### config.mk
export PLATFORM = sky130hd
export DESIGN_NAME = regfile_bus_sequencer
export DESIGN_NICKNAME = d
export VERILOG_FILES = /design/src/rtl/regfile_bus_sequencer_pkg.sv /design/src/rtl/regfile_bus_sequencer.sv
export SDC_FILE = /design/constraint.sdc
export NUM_CORES = 1
export LEC_CHECK = 0
export BUFFER_PORTS_ARGS = -buffer_cell sky130_fd_sc_hd__buf_2
export CAP_MARGIN = 10
export CORE_MARGIN = 2
export CORE_UTILIZATION = 30
export DETAILED_ROUTE_END_ITERATION = 12
export PLACE_DENSITY_LB_ADDON = 0.05
export REMOVE_ABC_BUFFERS = 1
export SYNTH_ARGS = -nofsm -noshare
export SYNTH_HDL_FRONTEND = slang
export SYNTH_SLANG_ARGS = --single-unit
### constraint.sdc
create_clock -name clock -period 1.8 [get_ports clock]
set_input_delay 0.36 -clock clock [delete_from_list [all_inputs] [get_ports clock]]
set_output_delay 0.36 -clock clock [all_outputs]
set_load 0.01 [all_outputs]
### src/rtl/regfile_bus_sequencer_pkg.sv
// Shared opcodes, state codes and field types for the
// register-file / databus micro-sequencer.
package regfile_bus_sequencer_pkg;

  localparam int SEL_W = 2;

  localparam logic [1:0] OP_MOV = 2'b00;
  localparam logic [1:0] OP_LDI = 2'b01;
  localparam logic [1:0] OP_ALU = 2'b10;
  localparam logic [1:0] OP_OUT = 2'b11;

  localparam logic [2:0] ST_IDLE     = 3'd0;
  localparam logic [2:0] ST_XFER     = 3'd1;
  localparam logic [2:0] ST_ALU_A    = 3'd2;
  localparam logic [2:0] ST_ALU_WAIT = 3'd3;
  localparam logic [2:0] ST_ALU_WB   = 3'd4;
  localparam logic [2:0] ST_OUT      = 3'd5;

  typedef struct packed {
    logic [1:0]       op;
    logic [SEL_W-1:0] rd;
    logic [SEL_W-1:0] rs;
    logic [7:0]       imm;
  } instr_t;

endpackage

### src/rtl/regfile_bus_sequencer.sv
// Sequences MOV/LDI/ALU/OUT transfers onto the shared databus,
// one instruction at a time, with a single bus driver per cycle.
module regfile_bus_sequencer #(
  parameter int ALU_WAIT = 0,
  parameter int CNT_W    = 16
) (
  input  logic             clock,
  input  logic             reset,
  input  logic             instr_valid,
  output logic             instr_ready,
  input  logic [1:0]       instr_op,
  input  logic [1:0]       instr_rd,
  input  logic [1:0]       instr_rs,
  input  logic [7:0]       instr_imm,
  output logic             reg_load,
  output logic             reg_enable,
  output logic [1:0]       in_regselect,
  output logic [1:0]       out_regselect,
  output logic [1:0]       alu_regselect,
  output logic             imm_drive,
  output logic [7:0]       imm_bus,
  output logic             alu_latch,
  output logic             alu_drive,
  output logic             port_load,
  output logic             done,
  output logic [CNT_W-1:0] retired
);

  import regfile_bus_sequencer_pkg::*;

  localparam logic [3:0] WAIT_INIT =
    4'(ALU_WAIT > 0 ? ALU_WAIT - 1 : 0);

  logic [2:0] state;
  logic [2:0] state_nx;
  instr_t     lat;
  logic [3:0] wait_cnt;
  logic       accept;

  assign accept = instr_valid && instr_ready;

  always_comb begin
    state_nx = state;
    case (state)
      ST_IDLE: begin
        if (accept) begin
          unique case (instr_op)
            OP_MOV:  state_nx = ST_XFER;
            OP_LDI:  state_nx = ST_XFER;
            OP_ALU:  state_nx = ST_ALU_A;
            default: state_nx = ST_OUT;
          endcase
        end
      end
      ST_ALU_A:
        state_nx = (ALU_WAIT > 0) ? ST_ALU_WAIT : ST_ALU_WB;
      ST_ALU_WAIT:
        if (wait_cnt == 4'd0) state_nx = ST_ALU_WB;
      default:
        state_nx = ST_IDLE;
    endcase
  end

  always_ff @(posedge clock) begin
    if (reset) begin
      state    <= ST_IDLE;
      lat      <= '0;
      wait_cnt <= 4'd0;
      retired  <= '0;
    end else begin
      state <= state_nx;
      if (accept) begin
        lat <= '{op: instr_op, rd: instr_rd,
                 rs: instr_rs, imm: instr_imm};
      end
      // Counter is primed while still in ALU_A, i.e. on entry to the wait.
      if (state == ST_ALU_A) begin
        wait_cnt <= WAIT_INIT;
      end else if (state == ST_ALU_WAIT && wait_cnt != 4'd0) begin
        wait_cnt <= wait_cnt - 4'd1;
      end
      if (done) retired <= retired + CNT_W'(1);
    end
  end

  always_comb begin
    instr_ready   = (state == ST_IDLE);
    reg_load      = 1'b0;
    reg_enable    = 1'b0;
    in_regselect  = '0;
    out_regselect = '0;
    alu_regselect = '0;
    imm_drive     = 1'b0;
    imm_bus       = '0;
    alu_latch     = 1'b0;
    alu_drive     = 1'b0;
    port_load     = 1'b0;
    done          = 1'b0;
    unique case (1'b1)
      (state == ST_XFER): begin
        reg_load     = 1'b1;
        in_regselect = lat.rd;
        done         = 1'b1;
        if (lat.op == OP_LDI) begin
          imm_drive = 1'b1;
          imm_bus   = lat.imm;
        end else begin
          reg_enable    = 1'b1;
          out_regselect = lat.rs;
        end
      end
      (state == ST_ALU_A): begin
        reg_enable    = 1'b1;
        out_regselect = lat.rd;
        alu_regselect = lat.rs;
        alu_latch     = 1'b1;
      end
      (state == ST_ALU_WB): begin
        alu_drive     = 1'b1;
        reg_load      = 1'b1;
        in_regselect  = lat.rd;
        alu_regselect = lat.rs;
        done          = 1'b1;
      end
      (state == ST_OUT): begin
        reg_enable    = 1'b1;
        out_regselect = lat.rs;
        port_load     = 1'b1;
        done          = 1'b1;
      end
      default: begin
      end
    endcase
  end

  a_bus_excl: assert property (@(posedge clock) disable iff (reset)
    $onehot0({reg_enable, imm_drive, alu_drive}));

endmodule

# [Word-level counts from Yosys, hierarchy flattened]
# Cells that the tools add are included.
# Widths: inputs -> output; s select.
[totals] latch_bits=0 ramBits=0 mem_count=0 mem_bits_ro=0 reg_bits=37
[classes] n_reduce_logical=13 n_shift=0 add_sub_neg=2 n_eq_ne=10 multipliers=0 bitwise_logic=0 div_mod_pow=0 magnitude_cmp=0 n_mux=19
[op_table] operator="$add 16x1->16 const B" count=1
[op_table] operator="$mux 8" count=2
[op_table] operator="$reduce_or 2->1" count=5
[op_table] operator="$pmux 3 s3" count=1
[op_table] operator="$mux 1" count=8
[op_table] operator="$eq 3x2->1 const B" count=2
[op_table] operator="$eq 3x3->1 const B" count=2
[op_table] operator="$mux 2" count=3
[op_table] operator="$mux 3" count=2
[op_table] operator="$pmux 2 s3" count=1
[op_table] operator="$pmux 3 s2" count=1
[op_table] operator="$eq 2x1->1 const B" count=2
[op_table] operator="$logic_not 4->1" count=1
[op_table] operator="$reduce_bool 4->1" count=1
[op_table] operator="$sub 4x1->4 const B" count=1
[op_table] operator="$eq 3x1->1 const B" count=1
[op_table] operator="$logic_not 3->1" count=1
[op_table] operator="$reduce_or 3->1" count=1
[op_table] operator="$eq 2x2->1 const B" count=1
[op_table] operator="$logic_and 1x1->1" count=2
[op_table] operator="$logic_not 2->1" count=1
[op_table] operator="$ne 2x1->1 const B" count=1
[op_table] operator="$ne 2x2->1 const B" count=1
[op_table] operator="$pmux 1 s2" count=1
[op_table] operator="$reduce_and 2->1" count=1

# [Depth between registers and ports, before layout]
# Gate-level depths: netlist of the first run.
[logic_depth] depth_word=5 depth_mapped=7

# [Worst setup path before layout of the first run]
# OpenSTA, ideal clock, no wires.
[synth_path] kind="reg2reg" start="register retired[3]" end="register retired[15]" period_less_slack_ps=1609 stages_incl_launch_ff=5 setup_time_ps=123 path_buffers=0 t_arrival_ps=1485 path_slack_ps=191 cell_sequence="dfxtp_1 -> and4_1 -> nand3_1 -> nor4_1 -> mux2_1"
[synth_between] elab_chain_cells=1
[synth_lines] element="start, declared" line="regfile_bus_sequencer.sv:26" text="output logic [CNT_W-1:0] retired"
[synth_lines] element="start signal, assigned" line="regfile_bus_sequencer.sv:82" text="if (done) retired <= retired + CNT_W'(1);"
[synth_lines] element="$add 16x1->16" line="regfile_bus_sequencer.sv:82"
# No other way between the ends.
# A chain may end at the register's enable or synchronous reset.

# [Worst setup path in the final report of the first run]
[layout_path] start="register state[1]" end="output port reg_enable"
[layout_between] elab_chain_cells=3
[layout_lines] element="start, declared" line="regfile_bus_sequencer.sv:34" text="logic [2:0] state;"
[layout_lines] element="start signal, assigned" line="regfile_bus_sequencer.sv:71" text="state <= state_nx;"
[layout_lines] element="$eq 3x2->1 / $eq 3x3->1 (equally long branches)" line="regfile_bus_sequencer.sv:112, regfile_bus_sequencer.sv:125"
[layout_lines] element="$reduce_or 2->1 (no line)"
[layout_lines] element="$pmux 1 s2 *" line="regfile_bus_sequencer.sv:99" text="unique case (1'b1)"
[layout_lines] element="end, declared" line="regfile_bus_sequencer.sv:16" text="output logic reg_enable,"
# Every way passes the cells marked *; elsewhere a longest branch is shown, timed or not.

==> results of run 1 <==
## worst max-delay path, delay by kind of cell (launching register included)
family / cells / cell delay (ns)
AND/OR/NAND/NOR: 2 / 0.47
buffers and inverters: 1 / 0.14
AO/OA/AOI/OAI: 1 / 0.06
flip-flops: 1 / 0.42
## per-layer routing
metal	global-route usage	up-vias	share of wire	wire [µm]
li1	-	845	-	-
met1	0.178	719	0.49	2040
met2	0.209	38	0.44	1830
met3	0.0404	6	0.055	227
met4	0.0458	0	0.012	51
met5	0	-	0	0
## synthesized netlist by cell type (all sizes together), types with 5 or more instances
master / instances
nor2: 22
and2: 13
nand2: 33
xnor2: 5
dfxtp: 37
xor2: 6
nand4: 5
a21oi: 23
inv: 7
clkbuf: 6
nand3: 5
buf: 6
## sequential cells by signal (all words and copies together), names as in the netlist
signal and count:
state 3, wait_cnt 4, retired 16, lat 14
## metrics by stage
step / total power, mW / area (µm²)
floorplan: 0.979 / 1680
global placement: 1.07 / 2120
detailed placement: 1.07 / 2120
CTS: 1.63 / 2220
global route: 1.70 / 2280
finish: 1.60 / 2280
## logic make-up (layout without fill, tap and decap cells)
logic type,Yosys count,after routing
multiplexers,3,3
adder cells (fa/ha/maj),2,2
flip-flops,37,37
XOR/XNOR,11,11
AND/OR/NAND/NOR,104,105
AO/OA/AOI/OAI,37,37
buffers and inverters,19,81
## power by group through the flow
| stage | combinational [mW] | clock [mW] | sequential, mW |
|---|---|---|---|
| finish | 0.191 | 0.546 | 0.868 |
| global route | 0.216 | 0.614 | 0.872 |
| CTS | 0.181 | 0.577 | 0.867 |
| detailed placement | 0.179 | 0 | 0.887 |
| global placement | 0.179 | 0 | 0.887 |
| floorplan | 0.0953 | 0 | 0.884 |
## area by class of cell
class / count / area [µm²]
Fill cell: 620 / 3290
Multi-Input combinational cell: 158 / 961
Sequential cell: 37 / 749
Timing Repair Buffer: 66 / 373
Tap cell: 72 / 90.1
Clock buffer: 6 / 72.6
Inverter: 7 / 26.3
Clock inverter: 2 / 10.0
## worst paths after layout
| check | from | endpoint | cells after the start |
|---|---|---|---|
| setup / recovery | state[1] | reg_enable | 4 |
| setup reg to reg | retired[5] | retired[14] | 4 |
| hold reg to reg | lat[4] | lat[4] | 2 |
| hold / removal | instr_rs[0] | lat[8] | 3 |
## repair_timing
item | CTS | global route
endpoints found under the setup margin | 14 | 14
hold endpoints to repair | 0 | 0
setup buffers | 0 | 1
cloned | 0 | 1
pin swaps | 0 | 1
gates resized for setup | 7 | 9
==> metrics.md, run 1 <==
| Metric | Value |
|---|---|
| Arrival @ worst endpoint | 1.35 ns |
| Worst Setup Start Kind | flop |
| CTS tree | done |
| Dpl hpwl | 3000 µm |
| Worst hold slack | 0.307 ns |
| Compound-Gate Fraction of Synth Area | 0.129 |
| Layout cells sized above 1 | 0.330 |
| Final Cycle Share | 0.952 |
| # clock sinks | 37 |
| Cell area after synthesis | 0.00175 mm² |
| CP Cell Sequence | nand2b_4, a21oi_2, or2_2, buf_2 |
| Overall Global Routing Usage | 0.135 |
| Min cycle time layout | 1.71 ns |
| Sequential area share after synthesis | 0.423 |
| Final hold viol count | 0 |
| Input/output buffers | 54 |
| Setup CP Type | flop to primary output |
| FFs w/ async S/R, synth | 0 |
| # hold bufs at CTS | 0 |
| Initial Util | 0.314 |
| First-pass GRT wire length | 6830 µm |
| Top-area cell type share of the netlist area | 0.423 |
| Die X | 80.4 µm |
| Largest area contributor in the netlist | dfxtp_1 |
| Clock Latency Late Sink | 0.28 ns |
| Worst Skew | 0.00733 ns |
| Final worst slack | 0.0870 ns |
| Status | finished, final reports clean |
| Slew @ Worst Pin | 0.481 ns |
| Number of buffers created by CTS | 5 |
| Largest family of logic cells by synthesized area | simple AND/OR/NAND/NOR gates |
| Final #Nets | 294 |
| Worst min path class | input port to flop |
| DRC | 0 |
| Crit path largest cell delay | 0.42 ns |
| Gpl congestion | 0.758 |
| Synth area leaders | dfxtp_1 42%, nand2_1 7.1%, a21oi_1 6.6% |
| Pwr dens | 703 mW/mm² |
| Clock Tree Buf Depth | 2 |
| Drt initial violations | 54 |
| Slew Viols, Final | 0 |
| Flop and latch count out of synthesis | 37 |
| # IOs | 55 |
| R2R Setup Slk | 0.11 ns |
| Synth Area in Simple Gates | 0.305 |
| Final setup fails | 0 |
| Synth Area in XOR/XNOR | 0.0550 |
| Data required, critical path | 1.44 ns |
| Chip Height | 80.4 µm |
| P_sw | 0.407 mW |
| Most frequent cells in the layout | 54 x buf_2, 34 x dfxtp_1, 32 x nand2_1 |
| H-tree depth | 2 |
| Die area | 0.00647 mm² |
| Setup TNS | 0 ns |
| Pre-CTS setup slack | 0.0889 ns |
| Initial antenna violation count | 0 |
| DRT Wirelength | 4150 µm |
| VDD IR-drop max | 352 µV |
| Area grow syn2layout | 30.3% |
| Combinational power share | 0.119 |
| Vias | 1608 |
| Dominant synthesized flop cell | dfxtp_1 |
| Post-synth EDFFs | 0 |
| Worst rel slew slack | 0.680 |
| Crit Path Max Fanout | 8 |
| Final antenna-violating net count | 0 |
| Clock share of power | 0.340 |
| Netlist cell types | 40 |
| Post-synthesis mux area share | 0.0186 |
| Maximum Capacitance Violations | 0 |
| Post-Synth Adder-Cell Area | 0.0143 |
| Leakage | 0.979 nW |
| Mapped Avg Cell Area | 8.22 µm² |
| Clock-pin slew on the worst setup and hold paths | 0.07 ns |
| Post-Synthesis Cells | 213 |
| Inst Count DP | 338 |
| P_int | 1.20 mW |
| Pre-antenna DRT Iters | 4 |
| Core Util, Final | 0.409 |
| Via/cell ratio | 4.62 |
| Synth warnings | 0 |
| Root Buffer | clkbuf_8 |
| DR WL/cell | 11.9 µm |
| Diodes inserted | 0 |
| Row count | 27 |
| Vias in the first global route | 1472 |
| Setup crit end kind | primary output |
| Flop pwr share | 0.541 |
| Critical path's slowest cell | dfxtp_2 |
| Max Fclk | 584 MHz |
| Grt ovf | 0 |
| Commonest non-fill, non-tap cell in the layout | buf_2 |
| Final Non-Filler Cells | 348 |
| Largest net degree at the start of global routing | 26 |
| Core Area | 0.00557 mm² |
| Switching share of power | 0.254 |
Power figures use the tool's default switching activity.
==> run 2, diff against run 1 <==
==> constraint.sdc (replaced) <==
create_clock -name clock -period 1.75 [get_ports clock]
set_input_delay 0.35 -clock clock [delete_from_list [all_inputs] [get_ports clock]]
set_output_delay 0.35 -clock clock [all_outputs]
set_load 0.01 [all_outputs]
==> run 2 against run 1 <==
Effect of this change:
- clock power rose by 40%
- sequential power rose by 2.6%
- setup slack got worse by 0.028 ns
- clock skew fell by 0.0055 ns
- sequential cell count did not move
- die area did not move
- register-to-register slack barely moved
- combinational power rose by 3%
- core utilization rose by 1.3 points
- routed wire length rose by 2.0%
- total power rose by 15%
- non-clock buffer count rose by 4
- critical endpoint unchanged
- largest cell class unchanged
- largest power group unchanged
==> metrics.md, run 2 (same netlist as run 1, synthesis figures left out) <==
| Metric | Value |
|---|---|
| Gpl congestion | 0.785 |
| Data required, critical path | 1.40 ns |
| Root Buffer | clkbuf_8 |
| Max reg flops | 16 |
| Grt ovf | 0 |
| Status | finished, final reports clean |
| Largest Register | retired |
| Clock-pin slew on the worst setup and hold paths | 0.07 ns |
| Vias in the first global route | 1498 |
| Final hold viol count | 0 |
| Vias | 1625 |
| Dpl hpwl | 3080 µm |
| Final antenna-violating net count | 0 |
| Commonest non-fill, non-tap cell in the layout | buf_2 |
| Final worst slack | 0.0586 ns |
| Number of buffers created by CTS | 5 |
| First-pass GRT wire length | 7070 µm |
| Core Area | 0.00557 mm² |
| Die X | 80.4 µm |
| Pre-CTS setup slack | 0.123 ns |
| Input/output buffers | 54 |
| Initial antenna violation count | 0 |
| Clock Latency Late Sink | 0.28 ns |
| Critical path's slowest cell | dfxtp_4 |
| Drt initial violations | 62 |
| Crit Path Max Fanout | 6 |
| # hold bufs at CTS | 0 |
| DRC | 0 |
| # IOs | 55 |
| H-tree depth | 2 |
| CP Cell Sequence | inv_1, and3_4, or2_2, buf_2 |
| Setup crit end kind | primary output |
| Most frequent cells in the layout | 53 x buf_2, 34 x dfxtp_1, 32 x nand2_1 |
| Slew Viols, Final | 0 |
| Slew @ Worst Pin | 0.490 ns |
| Min cycle time layout | 1.69 ns |
| Overall Global Routing Usage | 0.139 |
| Unrepaired setup endpoints after global routing | yes |
| Max Fclk | 591 MHz |
| CP delay by family, top | simple AND/OR/NAND/NOR gates |
| Via/cell ratio | 4.63 |
| DRT Wirelength | 4240 µm |
| Worst min path class | input port to flop |
| Final setup fails | 0 |
| Worst Setup Start Kind | flop |
| Clock Tree Buf Depth | 2 |
| Initial Util | 0.314 |
| Maximum Capacitance Violations | 0 |
| VDD IR-drop max | 339 µV |
| Largest net degree at the start of global routing | 27 |
| Final Cycle Share | 0.967 |
| Top flop regs | retired (16), lat (14), wait_cnt (4) |
| Crit path largest cell delay | 0.38 ns |
| CTS tree | done |
| Setup CP Type | flop to primary output |
| Chip Height | 80.4 µm |
| Setup TNS | 0 ns |
| Layout fillers | 616 |
| Diodes inserted | 0 |
| Final #Nets | 297 |
| Pwr dens | 786 mW/mm² |
| # clock sinks | 37 |
| DR WL/cell | 12.1 µm |
| Row count | 27 |
| Sum of buffers and inverters on the critical path | 2 |
| Die area | 0.00647 mm² |
| Worst rel slew slack | 0.673 |
| Leakage | 1.02 nW |
| Arrival @ worst endpoint | 1.34 ns |
| Area grow syn2layout | 34.4% |
| Layout cells sized above 1 | 0.348 |
| Pre-antenna DRT Iters | 4 |
| Worst Skew | 0.00182 ns |
==> run 2: cell types whose count changed in the layout (fill, tap and decap cells not counted), sizes merged <==
cell    change
buf         +4
clkinv      -2
bufinv      +1
clkbuf      +1
nor2        -1
==> run 2: stage by stage <==
| stage | total power, mW | util | instances | area, µm² | hold WS (ns) |
|---|---|---|---|---|---|
| after floorplan | 1.01 | - | 201 | 1680 | 0.419 |
| after global placement | 1.10 | 0.382 | 339 | 2130 | 0.441 |
| after detailed placement | 1.10 | 0.382 | 339 | 2130 | 0.445 |
| after CTS | 1.87 | 0.411 | 350 | 2290 | 0.288 |
| after global routing | 1.95 | 0.422 | 351 | 2350 | 0.288 |
| final | 1.85 | 0.422 | 351 | 2350 | 0.297 |
==> run 2: report_power, final <==
group	internal, mW	switching (mW)
logic	0.0872	0.109
clock network	0.465	0.299
registers	0.868	0.0224
total	1.42	0.431
==> run 2: final timing paths <==
check	startpoint	end	slack (ns)	depth (start not counted)
min reg2reg	lat[1]	lat[1]	0.45	2
max reg2reg	retired[5]	retired[14]	0.10	4
min	instr_imm[1]	lat[1]	0.30	3
max	state[2]	reg_enable	0.06	4
==> run 2: repair_timing <==
action	CTS	global route
gates resized for setup	7	17
endpoints found under the setup margin	13	15
buffers inserted	3	0
pin swaps	0	1
cloned	0	1
==> run 2: layout make-up <==
type	instances	area, µm²	share of cell area
flip-flops and latches	37	752	0.319
well taps	72	90.1	0.0383
multi-input cells	157	966	0.410
repair buffers	70	404	0.172
inverters	7	26.3	0.0112
clock buffers	7	86.3	0.0367
clock inverters	1	30.0	0.0128
==> run 2: worst min-delay path: stages <==
cell,delay [ns]
buf_2,0.09
nand2_1,0.04
a21oi_1,0.05
==> run 2: routing by layer <==
metal  global-route usage  vias to the layer above  wire length, µm
met4               0.0407                        0               44
li1                     -                      846                -
met5                    0                        -                0
met2                0.217                       35             1930
met1                0.184                      737             2040
met3               0.0416                        7              228
==> run 3, diff against run 2 <==
==> constraint.sdc (replaced) <==
create_clock -name clock -period 1.9 [get_ports clock]
set_input_delay 0.38 -clock clock [delete_from_list [all_inputs] [get_ports clock]]
set_output_delay 0.38 -clock clock [all_outputs]
set_load 0.01 [all_outputs]
==> run 3 against run 2 <==
Effect of this change:
- sequential power down 7.7%
- via count shrank 2.3%
- non-clock buffer count is 11 lower
- combinational power fell by 17%
- clock skew is 0.0021 ns higher
- clock-buffer cell count stayed put
- global-route usage shrank 0.76 points
- die area is the same
- first-iteration DRC count down 58%
- worst hold slack better by 0.030 ns
- core utilization down 2.7 points
- critical path type unchanged
- critical endpoint unchanged
- largest power group unchanged
==> metrics.md, run 3 (same netlist as run 1, synthesis figures left out) <==
| Metric | Value |
|---|---|
| Final #Nets | 286 |
| Final Non-Filler Cells | 340 |
| WL met2 | 1840 µm |
| Pwr dens | 762 mW/mm² |
| Vias | 1587 |
| DRT met1 WL | 1920 µm |
| Layout fillers | 583 |
| Clock Tree Buf Depth | 2 |
| Gpl congestion | 0.720 |
| Worst R2R End | retired[13] |
| P_sw | 0.380 mW |
| Unrepaired setup endpoints after global routing | yes |
| Final hold viol count | 0 |
| Most frequent cells in the layout | 54 x buf_2, 34 x dfxtp_1, 33 x nand2_1 |
| Initial Util | 0.314 |
| Core Area | 0.00557 mm² |
| Max Fclk | 555 MHz |
| Drt initial violations | 26 |
| Number of buffers created by CTS | 5 |
| Diodes inserted | 0 |
| Post-CTS Setup Bufs | 0 |
| Max reg flops | 16 |
| Vias in the first global route | 1458 |
| Input/output buffers | 54 |
| Tot Pwr | 1.68 mW |
| DR WL/cell | 11.8 µm |
| DRT Wirelength | 4000 µm |
| CTS tree | done |
| Largest net degree at the start of global routing | 24 |
| Data required, critical path | 1.52 ns |
| Final Cell Area | 0.00220 mm² |
| Leakage | 0.951 nW |
| Combinational power share | 0.097 |
| Worst Setup Start Kind | flop |
| Pre-antenna DRT Iters | 4 |
| First-pass GRT wire length | 6620 µm |
| H-tree depth | 2 |
| Die area | 0.00647 mm² |
| Inst Count DP | 332 |
| Arrival @ worst endpoint | 1.42 ns |
| Worst Skew | 0.00387 ns |
| Worst min path class | input port to flop |
| Uppermost layer routed | met4 |
| Row count | 27 |
| WHS Path Cells | 3 |
| P_int | 1.30 mW |
| Storage cell area | 747 µm² |
| R2R Setup Slk | 0.23 ns |
| Setup CP Type | flop to primary output |
| Final Cycle Share | 0.948 |
| Clock-pin slew on the worst setup and hold paths | 0.07 ns |
| Overall Global Routing Usage | 0.131 |
| Worst Hold End | lat[0] |
| Register-to-Register Path Depth | 5 |
| Cell Area, Placed | 0.00208 mm² |
| Die X | 80.4 µm |
| Final setup fails | 0 |
| Worst Hold Launch | instr_imm[0] |
| Min cycle time layout | 1.80 ns |
| Area grow syn2layout | 25.9% |
| Layout cells sized above 1 | 0.284 |
| # clock sinks | 37 |
| Flop pwr share | 0.490 |
| Chip Height | 80.4 µm |
| Worst flop-to-flop path startpoint | retired[3] |
| Multi-input logic area | 917 µm² |
| DRC | 0 |
| Largest Register | retired |
| Switching share of power | 0.227 |
| Clock Latency Late Sink | 0.28 ns |
| Via/cell ratio | 4.67 |
| Met3 routed WL | 222 µm |
| Initial antenna violation count | 0 |
| Setup crit end kind | primary output |
| Status | finished, final reports clean |
| VDD IR-drop max | 285 µV |
| Dpl hpwl | 2990 µm |
| Clock share of power | 0.413 |
| Root Buffer | clkbuf_8 |
| Maximum Capacitance Violations | 0 |
| # IOs | 55 |
| Slew @ Worst Pin | 0.492 ns |
| Commonest non-fill, non-tap cell in the layout | buf_2 |
| Slew Viols, Final | 0 |
| Final antenna-violating net count | 0 |
| Top flop regs | retired (16), lat (14), wait_cnt (4) |
| Grt ovf | 0 |
| Worst rel slew slack | 0.672 |
| Crit Path Max Fanout | 7 |
==> run 3: cell count changes in the layout (fill, tap and decap cells not counted), moves of 2 or more <==
cell | before | now
buf_4 | 14 | 5
and2_1 | 9 | 13
and2_4 | 4 | 0
buf_6 | 3 | 0
dfxtp_2 | 0 | 2
dfxtp_4 | 3 | 1
nor2_4 | 2 | 0
==> run 3: routing by layer <==
layer	vias up	GRT usage
li1	824	-
met1	721	0.166
met2	40	0.209
met3	2	0.0393
met4	0	0.0508
met5	-	0
==> run 3: final cells by class <==
| type | count | area share |
|---|---|---|
| multi-input combinational | 157 | 0.416 |
| clock inverter | 1 | 0.0136 |
| inverter | 7 | 0.0119 |
| clock buffer | 7 | 0.0392 |
| sequential | 37 | 0.339 |
| tap | 72 | 0.0409 |
| timing repair buffer | 59 | 0.140 |
==> run 3: how the worst max path moves through the flow <==
stage                     cells past startpoint  slack, ns     endpoint       start
after floorplan                               4       0.29  retired[15]  retired[3]
after global placement                        4       0.22  retired[13]    state[2]
after detailed placement                      4       0.19  retired[13]    state[2]
after CTS                                     4       0.04   imm_bus[5]    state[1]
after global routing                          5      -0.02   imm_bus[7]    state[2]
final                                         4        0.1   reg_enable    state[2]
==> run 3: through the flow <==
stage,util,hold slack [ns],setup WS (ns),setup TNS (ns)
after floorplan,-,0.426,0.291,0
after global placement,0.373,0.442,0.215,0
after detailed placement,0.373,0.446,0.188,0
after CTS,0.395,0.314,0.0366,0
after global routing,0.396,0.315,-0.0249,-0.0809
final,0.396,0.327,0.0993,0
==> run 3: power by group through the flow <==
stage	Combinational, mW	Sequential (mW)	Clock, mW
floorplan	0.0903	0.838	0
global placement	0.166	0.841	0
detailed placement	0.165	0.841	0
CTS	0.166	0.823	0.729
global route	0.185	0.826	0.760
finish	0.163	0.822	0.694
==> run 3: timing repair <==
item	CTS	global route
resized for setup	3	2
pin swaps	0	0
hold buffers	0	0
setup endpoints to repair	10	13
endpoints found under the hold margin	0	0
==> run 3: critical path, cell delays in order (launching register included) <==
cell,delay (ns)
dfxtp_2,0.40
inv_1,0.08
and3_1,0.21
or2_2,0.30
buf_2,0.14
